[config.mk]
export PLATFORM = sky130hd
export DESIGN_NAME = bslu_seq
export DESIGN_NICKNAME = d
export VERILOG_FILES = /design/src/rtl/bslu_seq.sv
export SDC_FILE = /design/constraint.sdc
export NUM_CORES = 1
export LEC_CHECK = 0
export ABC_AREA = 1
export BUFFER_PORTS_ARGS = -buffer_cell sky130_fd_sc_hd__buf_2
export CAP_MARGIN = 20
export CORE_ASPECT_RATIO = 1.5
export CORE_UTILIZATION = 25
export DETAILED_ROUTE_END_ITERATION = 10
export PLACE_DENSITY = 0.47
export SLEW_MARGIN = 40
export SYNTH_ARGS = -nofsm -noshare
export SYNTH_HDL_FRONTEND = slang
export SYNTH_SLANG_ARGS = --single-unit
[constraint.sdc]
create_clock -name clk -period 2.9 [get_ports clk]
set_input_delay 0.145 -clock clk [delete_from_list [all_inputs] [get_ports clk]]
set_output_delay 0.145 -clock clk [all_outputs]
set_load 0.1 [all_outputs]
[src/rtl/bslu_seq.sv]
// bslu_seq: expands one COPY/AND/XOR/ADD command into a bit-serial BSLU micro-op and row-strobe stream.
// Define BSLU_SEQ_CARRY_OUT_EN to have ADD write its carry-out to row cmd_d+nbits.
module bslu_seq #(
    parameter int unsigned ROW_AW = 10,
    parameter int unsigned NB_W   = 6
) (
    input  logic              clk,
    input  logic              rst,
    input  logic              cmd_valid,
    output logic              cmd_ready,
    input  logic [1:0]        cmd_op,
    input  logic [NB_W-1:0]   cmd_nbits,
    input  logic [ROW_AW-1:0] cmd_a,
    input  logic [ROW_AW-1:0] cmd_b,
    input  logic [ROW_AW-1:0] cmd_d,
    input  logic              uop_stall,
    output logic [5:0]        uop_op,
    output logic [2:0]        uop_rs1,
    output logic [2:0]        uop_rs2,
    output logic [2:0]        uop_rd,
    output logic              row_rd,
    output logic              row_wr,
    output logic [ROW_AW-1:0] row_addr,
    output logic              busy,
    output logic              done
);

    localparam int unsigned BC_W = NB_W + 1;

    localparam logic [1:0] OP_COPY = 2'd0;
    localparam logic [1:0] OP_AND  = 2'd1;
    localparam logic [1:0] OP_XOR  = 2'd2;
    localparam logic [1:0] OP_ADD  = 2'd3;

    localparam logic [2:0] R_SA = 3'b001;
    localparam logic [2:0] R_CR = 3'b010;
    localparam logic [2:0] R_PR = 3'b100;

    localparam logic [5:0] U_MOV  = 6'b000001;
    localparam logic [5:0] U_SET0 = 6'b000010;
    localparam logic [5:0] U_AND  = 6'b001000;
    localparam logic [5:0] U_XNOR = 6'b010000;
    localparam logic [5:0] U_SEL  = 6'b100000;

    typedef enum logic [2:0] {
        S_IDLE,
        S_INIT,
        S_BIT,
`ifdef BSLU_SEQ_CARRY_OUT_EN
        S_COUT,
`endif
        S_DONE
    } state_t;

    state_t            state, state_nx;
    logic [1:0]        op_q;
    logic [BC_W-1:0]   nbits_q, bit_q, bit_nx;
    logic [2:0]        step_q, step_nx, last_step;
    logic [ROW_AW-1:0] a_q, b_q, d_q;
    logic [ROW_AW-1:0] addr_a, addr_b, addr_d;
    logic              accept;

    assign accept    = cmd_valid && (state == S_IDLE);
    assign cmd_ready = (state == S_IDLE);
    assign busy      = (state != S_IDLE) && (state != S_DONE);
    assign done      = (state == S_DONE);

    // Row of bit i of each operand; wraps modulo 2^ROW_AW.
    assign addr_a = a_q + ROW_AW'(bit_q);
    assign addr_b = b_q + ROW_AW'(bit_q);
    assign addr_d = d_q + ROW_AW'(bit_q);

    always_ff @(posedge clk) begin
        if (rst) begin
            state   <= S_IDLE;
            bit_q   <= '0;
            step_q  <= '0;
            op_q    <= '0;
            nbits_q <= '0;
            a_q     <= '0;
            b_q     <= '0;
            d_q     <= '0;
        end else begin
            state  <= state_nx;
            bit_q  <= bit_nx;
            step_q <= step_nx;
            if (accept) begin
                op_q    <= cmd_op;
                nbits_q <= BC_W'(cmd_nbits);
                a_q     <= cmd_a;
                b_q     <= cmd_b;
                d_q     <= cmd_d;
            end
        end
    end

    always_comb begin
        state_nx  = state;
        bit_nx    = bit_q;
        step_nx   = step_q;
        uop_op    = '0;
        uop_rs1   = '0;
        uop_rs2   = '0;
        uop_rd    = '0;
        row_rd    = 1'b0;
        row_wr    = 1'b0;
        row_addr  = '0;
        last_step = 3'd7;

        case (op_q)
            OP_COPY: last_step = 3'd1;
            OP_AND:  last_step = 3'd4;
            OP_XOR:  last_step = 3'd6;
            default: last_step = 3'd7;
        endcase

        unique case (state)
            S_IDLE: begin
                if (accept) begin
                    bit_nx  = '0;
                    step_nx = '0;
                    if (cmd_nbits == '0)       state_nx = S_DONE;
                    else if (cmd_op == OP_ADD) state_nx = S_INIT;
                    else                       state_nx = S_BIT;
                end
            end
            S_INIT: begin
                if (!uop_stall) begin
                    uop_op   = U_SET0;
                    uop_rd   = R_CR;
                    state_nx = S_BIT;
                end
            end
            S_BIT: begin
                if (!uop_stall) begin
                    // Step tables: op in the upper bits, step index below.
                    case ({op_q, step_q})
                        {OP_COPY, 3'd0}, {OP_AND, 3'd0}, {OP_XOR, 3'd0}, {OP_ADD, 3'd0}: begin
                            row_rd = 1'b1; row_addr = addr_a;
                        end
                        {OP_AND, 3'd1}, {OP_XOR, 3'd1}, {OP_ADD, 3'd1}: begin
                            uop_op = U_MOV; uop_rs1 = R_SA; uop_rd = R_PR;
                        end
                        {OP_AND, 3'd2}, {OP_XOR, 3'd2}, {OP_ADD, 3'd2}, {OP_ADD, 3'd6}: begin
                            row_rd = 1'b1; row_addr = addr_b;
                        end
                        {OP_COPY, 3'd1}, {OP_AND, 3'd4}, {OP_XOR, 3'd6}, {OP_ADD, 3'd5}: begin
                            row_wr = 1'b1; row_addr = addr_d;
                        end
                        {OP_AND, 3'd3}: begin
                            uop_op = U_AND; uop_rs1 = R_SA; uop_rs2 = R_PR; uop_rd = R_SA;
                        end
                        {OP_XOR, 3'd3}: begin
                            uop_op = U_XNOR; uop_rs1 = R_SA; uop_rs2 = R_PR; uop_rd = R_PR;
                        end
                        {OP_XOR, 3'd4}: begin
                            uop_op = U_SET0; uop_rd = R_SA;
                        end
                        {OP_XOR, 3'd5}: begin
                            uop_op = U_XNOR; uop_rs1 = R_PR; uop_rs2 = R_SA; uop_rd = R_SA;
                        end
                        {OP_ADD, 3'd3}: begin
                            uop_op = U_XNOR; uop_rs1 = R_PR; uop_rs2 = R_SA; uop_rd = R_PR;
                        end
                        {OP_ADD, 3'd4}: begin
                            uop_op = U_XNOR; uop_rs1 = R_PR; uop_rs2 = R_CR; uop_rd = R_SA;
                        end
                        {OP_ADD, 3'd7}: begin
                            uop_op = U_SEL; uop_rs1 = R_SA; uop_rs2 = R_CR; uop_rd = R_CR;
                        end
                        default: ;
                    endcase

                    if (step_q == last_step) begin
                        step_nx = '0;
                        bit_nx  = bit_q + BC_W'(1);
                        if (bit_q == nbits_q - BC_W'(1)) begin
`ifdef BSLU_SEQ_CARRY_OUT_EN
                            state_nx = (op_q == OP_ADD) ? S_COUT : S_DONE;
`else
                            state_nx = S_DONE;
`endif
                        end
                    end else begin
                        step_nx = step_q + 3'd1;
                    end
                end
            end
`ifdef BSLU_SEQ_CARRY_OUT_EN
            S_COUT: begin
                if (!uop_stall) begin
                    if (step_q == 3'd0) begin
                        uop_op  = U_MOV; uop_rs1 = R_CR; uop_rd = R_SA;
                        step_nx = 3'd1;
                    end else begin
                        row_wr   = 1'b1;
                        row_addr = d_q + ROW_AW'(nbits_q);
                        step_nx  = '0;
                        state_nx = S_DONE;
                    end
                end
            end
`endif
            S_DONE:  state_nx = S_IDLE;
            default: state_nx = S_IDLE;
        endcase
    end

endmodule

==> impl_metrics.json, run 1 <==
{
  "fin_util_pct": 35.5,
  "crit_chain": "buf_6 -> ha_4 -> nand2_4 -> nor2_4 -> nor2_4 -> nand2_4 -> nor2_8 -> buf_6 -> nand2_2 -> nand2_2 -> ha_4 -> a21oi_2 -> nand2_2 -> nand3_2 -> o211ai_1 -> xnor2_1 -> nor2_2 -> buf_12",
  "r2r-end": "bit_q[2]",
  "yosysSeqAreaShare_pct": 30.2,
  "start_kind": "flip-flop",
  "crit_path_end_kind": "output pin",
  "wire_per_inst_um": 12.7,
  "grt_overflow": 0,
  "num_vias": 3388,
  "relSlewSlack_pct": 63.6,
  "io_pins": 72,
  "remaining_drc_errors": 0,
  "top_layer": "met4",
  "crit_start": "step_q[1]",
  "routed_via_density": 4.54,
  "met1Wirelength_um": 3890,
  "cp_slowest_cell": "dfxtp_2",
  "hold_buffers": 0,
  "critPathKind": "flip-flop to output pin",
  "slowest_delay_ns": 0.34,
  "clockRootBuffer": "clkbuf_16",
  "powerDensity_nw_per_um2": 829,
  "hold_class": "input pin to flip-flop",
  "synth-seq-cells": 50,
  "outcome": "complete, but fails checks",
  "htree_levels": 2,
  "tightest_slew_ns": 0.545,
  "clock_path_buffers": 2,
  "drt-pass1-iter-count": 4,
  "worstPathMaxFanout": 8,
  "cts_buffers": 5,
  "cts.clk_slew.worst_paths_ns": 0.07,
  "setup_viol": 6,
  "cp.arrival_ns": 2.92,
  "drt_wl_total_um": 9480,
  "synth-warning-count": 0,
  "max_freq_ghz": 0.327,
  "fin_skew_ns": 0.00398,
  "insertion_delay_ns": 0.29,
  "port_buffers": 69,
  "place_inst": 722,
  "die_y_um": 143,
  "antenna_found_initial": 0,
  "netlist_top_cells_count": "nand2_1 (108), nor2_1 (108), dfxtp_1 (50)",
  "synth_edf_count": 0,
  "grt_pass1_wl_um": 15600,
  "syn-instance-count": 501,
  "cts_tree": "done",
  "cp_common_cell": "nand2_2",
  "async_flop_share_pct": 0,
  "wl_met2_um": 5150,
  "ir_drop_mv": 0.328,
  "layout-drive-gt1-share_pct": 32.0,
  "yosys.area.top_type": "dfxtp_1",
  "ys_types": 38,
  "final_nets": 649,
  "rr_worst_depth": 12,
  "grt_max_degree": 48,
  "critPathRequiredTime_ns": 2.76,
  "setup_ws_ns": -0.163,
  "track_usage_pct": 14.6,
  "hold_viol": 0,
  "worst_hold_startpoint": "cmd_b[6]",
  "antenna_left": 0,
  "synth-main-ff-cell": "dfxtp_1",
  "clkSinkCount": 50,
  "diodes": 0,
  "synth_top_area_share_pct": 30.2,
  "power.leakage_nw": 2.02,
  "dieArea_sq_um": 13700,
  "cp-endpoint": "row_addr[7]",
  "synth_area_sq_um": 3310,
  "rows": 51,
  "dr_wl_met3_um": 257,
  "syn_avg_cell_area_sq_um": 6.62,
  "fin_crit_sh_pct": 106,
  "die_w_um": 96.0,
  "cap_viol_max_count": 0,
  "start_util_pct": 25.6,
  "grt_pass1_vias": 3361,
  "synthTopCellsByArea": "dfxtp_1 (30%), nand2_1 (12%), nor2_1 (12%), ha_1 (7.6%), o21ai_0 (6.8%)",
  "hpwlAfterDp_um": 7280,
  "r2r-start": "op_q[1]",
  "drt-initial-drc-count": 127,
  "syn_to_final_growth_pct": 38.7,
  "r2r_slack_ns": 0.83,
  "rsz0062_at_grt": "yes",
  "drv_slew": 0,
  "gp_congestion": 0.846,
  "core_area_sq_um": 13000,
  "failed_checks": "negative setup slack",
  "min_period_ns": 3.06,
  "fin_cells": 746
}
==> stage by stage <==
| step | hold slack [ns] | setup TNS, ns | total power [mW] | instance area (sq um) | worst slack, ns |
|---|---|---|---|---|---|
| CTS | 0.0944 | -0.630 | 3.75 | 4460 | -0.156 |
| finish | 0.0990 | -0.735 | 3.81 | 4600 | -0.163 |
| detailed placement | 0.402 | -0.0113 | 2.94 | 4080 | -0.0113 |
| global placement | 0.398 | 0 | 2.93 | 4080 | 0.0226 |
| floorplan | 0.214 | -1.07 | 2.53 | 3420 | -0.364 |
| global route | 0.112 | -1.66 | 4.13 | 4600 | -0.321 |
==> power breakdown <==
part           switching [mW]  internal [mW]
sequential              0.148          0.858
clock                   0.272          0.408
combinational            1.43          0.694
total                    1.85           1.96
==> worst max-delay path, delay by kind of cell, from the launching register on <==
family                     cells  cell delay, ns
and+or+nand+nor               10            0.98
AOI/OAI and AO/OA              2            0.30
buffers and inverters          3            0.44
DFF                            1            0.34
adders and majority gates      2            0.37
xor gates and xnor gates       1            0.18
==> registers in the layout, indices dropped and copies added (netlist names) <==
signal / cells
step_q: 3
state: 2
bit_q: 7
b_q: 10
d_q: 10
op_q: 2
nbits_q: 6
a_q: 10
==> final cells by class <==
cell class              count  area, sq um
clock buffers               6          129
clock inverters             2         37.5
fillers                  1369         8360
inverters                  46          190
multi-input cells         388         2330
flip-flops and latches     50         1010
well taps                 159          199
repair buffers             95          703
==> cells by family after synthesis <==
logic type                 count (synthesis)  share of synthesized area (%)
buffers and inverters                     64                           8.68
other                                      1                          0.113
adders and majority gates                 21                           8.15
and+or+nand+nor                          260                           33.6
xor gates and xnor gates                  12                           3.17
DFF                                       50                           30.2
AOI/OAI and AO/OA                         93                           16.0
==> worst min path at each step <==
stage	end	cells past startpoint
finish	b_q[6]	3
global route	bit_q[1]	2
CTS	d_q[7]	3
detailed placement	d_q[7]	3
global placement	d_q[5]	3
floorplan	bit_q[1]	1
==> routing by layer <==
metal	vias to the layer above	GRT usage (%)
met5	-	0
met4	0	4.71
li1	1778	-
met2	57	27.3
met3	13	2.08
met1	1540	16.3
==> cell usage in the layout, fill, tap and decap left out, types with 2 or more instances in the layout <==
cell type and n:
buf_6 4, a22oi_2 3, conb_1 2, a21oi_4 3, nand3_1 16, ha_4 8
a22oi_1 4, buf_4 21, nand2_4 4, inv_6 2, o21ai_0 42, inv_1 36
xnor2_1 6, ha_1 11, buf_2 60, a21oi_1 22, nor3_1 2, inv_2 5
dfxtp_1 46, nand3_2 5, inv_4 3, nand4_1 5, xor2_1 5, nor2_1 95
o211ai_1 3, a31oi_1 3, nand2_1 97, nor2_4 7, clkbuf_16 5, dfxtp_2 3
nor2_2 12, a21oi_2 4, buf_12 10, nand2_2 12, o21ai_2 5
==> what timing repair did <==
action                                  CTS  global route
endpoints found under the hold margin     0             0
buffers inserted                         13             3
endpoints found under the setup margin    6             8
resized for setup                        29            23
pin swaps                                21            16
Note: power is estimated with default switching activity, not from simulation.
==> run 2: changes to the inputs <==
PLACE_DENSITY = 0.48   (was 0.47)
SETUP_SLACK_MARGIN = 0.4   (was unset)
clock period = 2.8 ns   (was 2.9 ns; I/O delays follow)
==> impl_metrics.json, run 2 (synthesis gave the netlist of run 1 again) <==
{
  "relSlewSlack_pct": 65.6,
  "max_freq_ghz": 0.329,
  "grt_use_met1_pct": 17.4,
  "drv_slew": 0,
  "mostFrequentLayoutCell": "nand2_1",
  "setup_ws_ns": -0.239,
  "power_switching_mw": 1.97,
  "p_sw_share_pct": 48.9,
  "core_area_sq_um": 13000,
  "hold_class": "input pin to flip-flop",
  "pre_cts_ws_ns": -0.0266,
  "cts_tree": "done",
  "port_buffers": 69,
  "routed_via_density": 4.53,
  "cp_common_cell": "nor2_4",
  "hold_viol": 0,
  "worstPathMaxFanout": 9,
  "crit_path_end_kind": "output pin",
  "fillCellCount": 1409,
  "remaining_drc_errors": 0,
  "setup_viol": 6,
  "die_y_um": 143,
  "grt_use_met2_pct": 28.0,
  "comb_power_share_pct": 56.7,
  "ir_drop_mv": 0.344,
  "start_util_pct": 25.6,
  "fin_crit_sh_pct": 109,
  "critPathKind": "flip-flop to output pin",
  "cp_num_buf_inv": 2,
  "crit_chain": "inv_4 -> ha_4 -> nand2_4 -> nor2_4 -> nor2_4 -> nand2_8 -> a22oi_2 -> nand2_1 -> ha_2 -> fa_2 -> nand4_1 -> o211ai_1 -> nand2_1 -> nand2_2 -> nand3_2 -> nand2_2 -> nor2_4 -> buf_12",
  "cpLargestDelayFamily": "simple AND/OR/NAND/NOR gates",
  "cts_buffers": 5,
  "grt_pass1_wl_um": 16100,
  "crit_start": "step_q[0]",
  "whs_ns": 0.0953,
  "track_usage_pct": 15.0,
  "r2r-start": "op_q[1]",
  "p_int_mw": 2.06,
  "final_nets": 649,
  "reg.largest.list": "a_q x10, b_q x10, d_q x10",
  "num_vias": 3381,
  "drt_wl_total_um": 9800,
  "slowest_delay_ns": 0.38,
  "cap_viol_max_count": 0,
  "clkSinkCount": 50,
  "wire_per_inst_um": 13.1,
  "htree_levels": 2,
  "p_seq_share_pct": 25.9,
  "cp_slowest_cell": "dfxtp_4",
  "insertion_delay_ns": 0.29,
  "grt_overflow": 0,
  "rows": 51,
  "grt_max_degree": 31,
  "antenna_left": 0,
  "grt_most_used_layer": "met2",
  "outcome": "complete, but fails checks",
  "layout_common_cells": "nand2_1 (100), nor2_1 (95), buf_2 (54)",
  "worst_hold_startpoint": "cmd_b[5]",
  "gp_congestion": 0.850,
  "hpwlAfterDp_um": 7770,
  "grt_pass1_vias": 3332,
  "hold_buffers": 0,
  "clock_path_buffers": 2,
  "pwr-share-clk_pct": 17.4,
  "powerDensity_nw_per_um2": 862,
  "power.leakage_nw": 2.03,
  "fin_util_pct": 36.1,
  "diodes": 0,
  "cts.clk_slew.worst_paths_ns": 0.07,
  "failed_checks": "negative setup slack",
  "rsz0062_at_grt": "yes",
  "critPathRequiredTime_ns": 2.66,
  "clockRootBuffer": "clkbuf_16",
  "fin_skew_ns": 0.00333,
  "start_kind": "flip-flop",
  "r2r_slack_ns": 0.78,
  "io_pins": 72,
  "cp.arrival_ns": 2.90,
  "layout-drive-gt1-share_pct": 32.5,
  "grt_use_met3_pct": 2.02,
  "tightest_slew_ns": 0.513,
  "drt-initial-drc-count": 122,
  "dieArea_sq_um": 13700,
  "min_period_ns": 3.04,
  "syn_to_final_growth_pct": 41.0,
  "drt-pass1-iter-count": 4,
  "antenna_found_initial": 0,
  "die_w_um": 96.0
}
-- run 2: area by class of cell --
| class | instances | area, sq um | share of cell area [%] |
|---|---|---|---|
| Inverter | 46 | 188 | 4.01 |
| Clock inverter | 2 | 36.3 | 0.776 |
| Multi-Input combinational cell | 388 | 2390 | 51.2 |
| Timing Repair Buffer | 95 | 718 | 15.4 |
| Clock buffer | 6 | 129 | 2.76 |
| Tap cell | 159 | 199 | 4.26 |
| Sequential cell | 50 | 1010 | 21.7 |
-- run 2: layer usage --
metal / share of wire (%) / wire length, um
met1: 41 / 4040
met2: 55 / 5370
met3: 2.7 / 260
met4: 1.3 / 125
met5: 0 / 0
-- run 2: worst paths after layout --
kind / end / cells after the start
worst max register to register: state[0] / 16
worst min-delay path: b_q[5] / 3
worst min register to register: b_q[7] / 2
worst max-delay path: row_addr[8] / 18
-- run 2: power groups by stage --
stage,Clock [mW],Combinational [mW],Sequential [mW]
2_1_floorplan,0,1.72,1.01
3_3_place_gp,0,2.14,1.06
3_5_place_dp,0,2.16,1.06
4_1_cts,0.720,2.26,1.04
5_1_grt,0.756,2.52,1.07
6_report,0.701,2.28,1.04
-- run 2: what timing repair did --
item	CTS	global route
pin swaps	8	4
buffers inserted	7	1
setup endpoints to repair	12	18
resized for setup	19	21
-- run 2: metrics by stage --
stage          TNS, ns  total power [mW]  instance area (sq um)  instances
2_1_floorplan   -0.181              2.73                   3580        502
3_3_place_gp         0              3.20                   4290        730
3_5_place_dp   -0.0564              3.22                   4290        730
4_1_cts          -1.08              4.02                   4600        745
5_1_grt          -2.25              4.35                   4670        746
6_report         -1.13              4.03                   4670        746
-- run 2: tightest hold or removal path, cell delays in order --
cell     delay (ns)
buf_2          0.07
o21ai_0        0.07
nor2_1         0.07
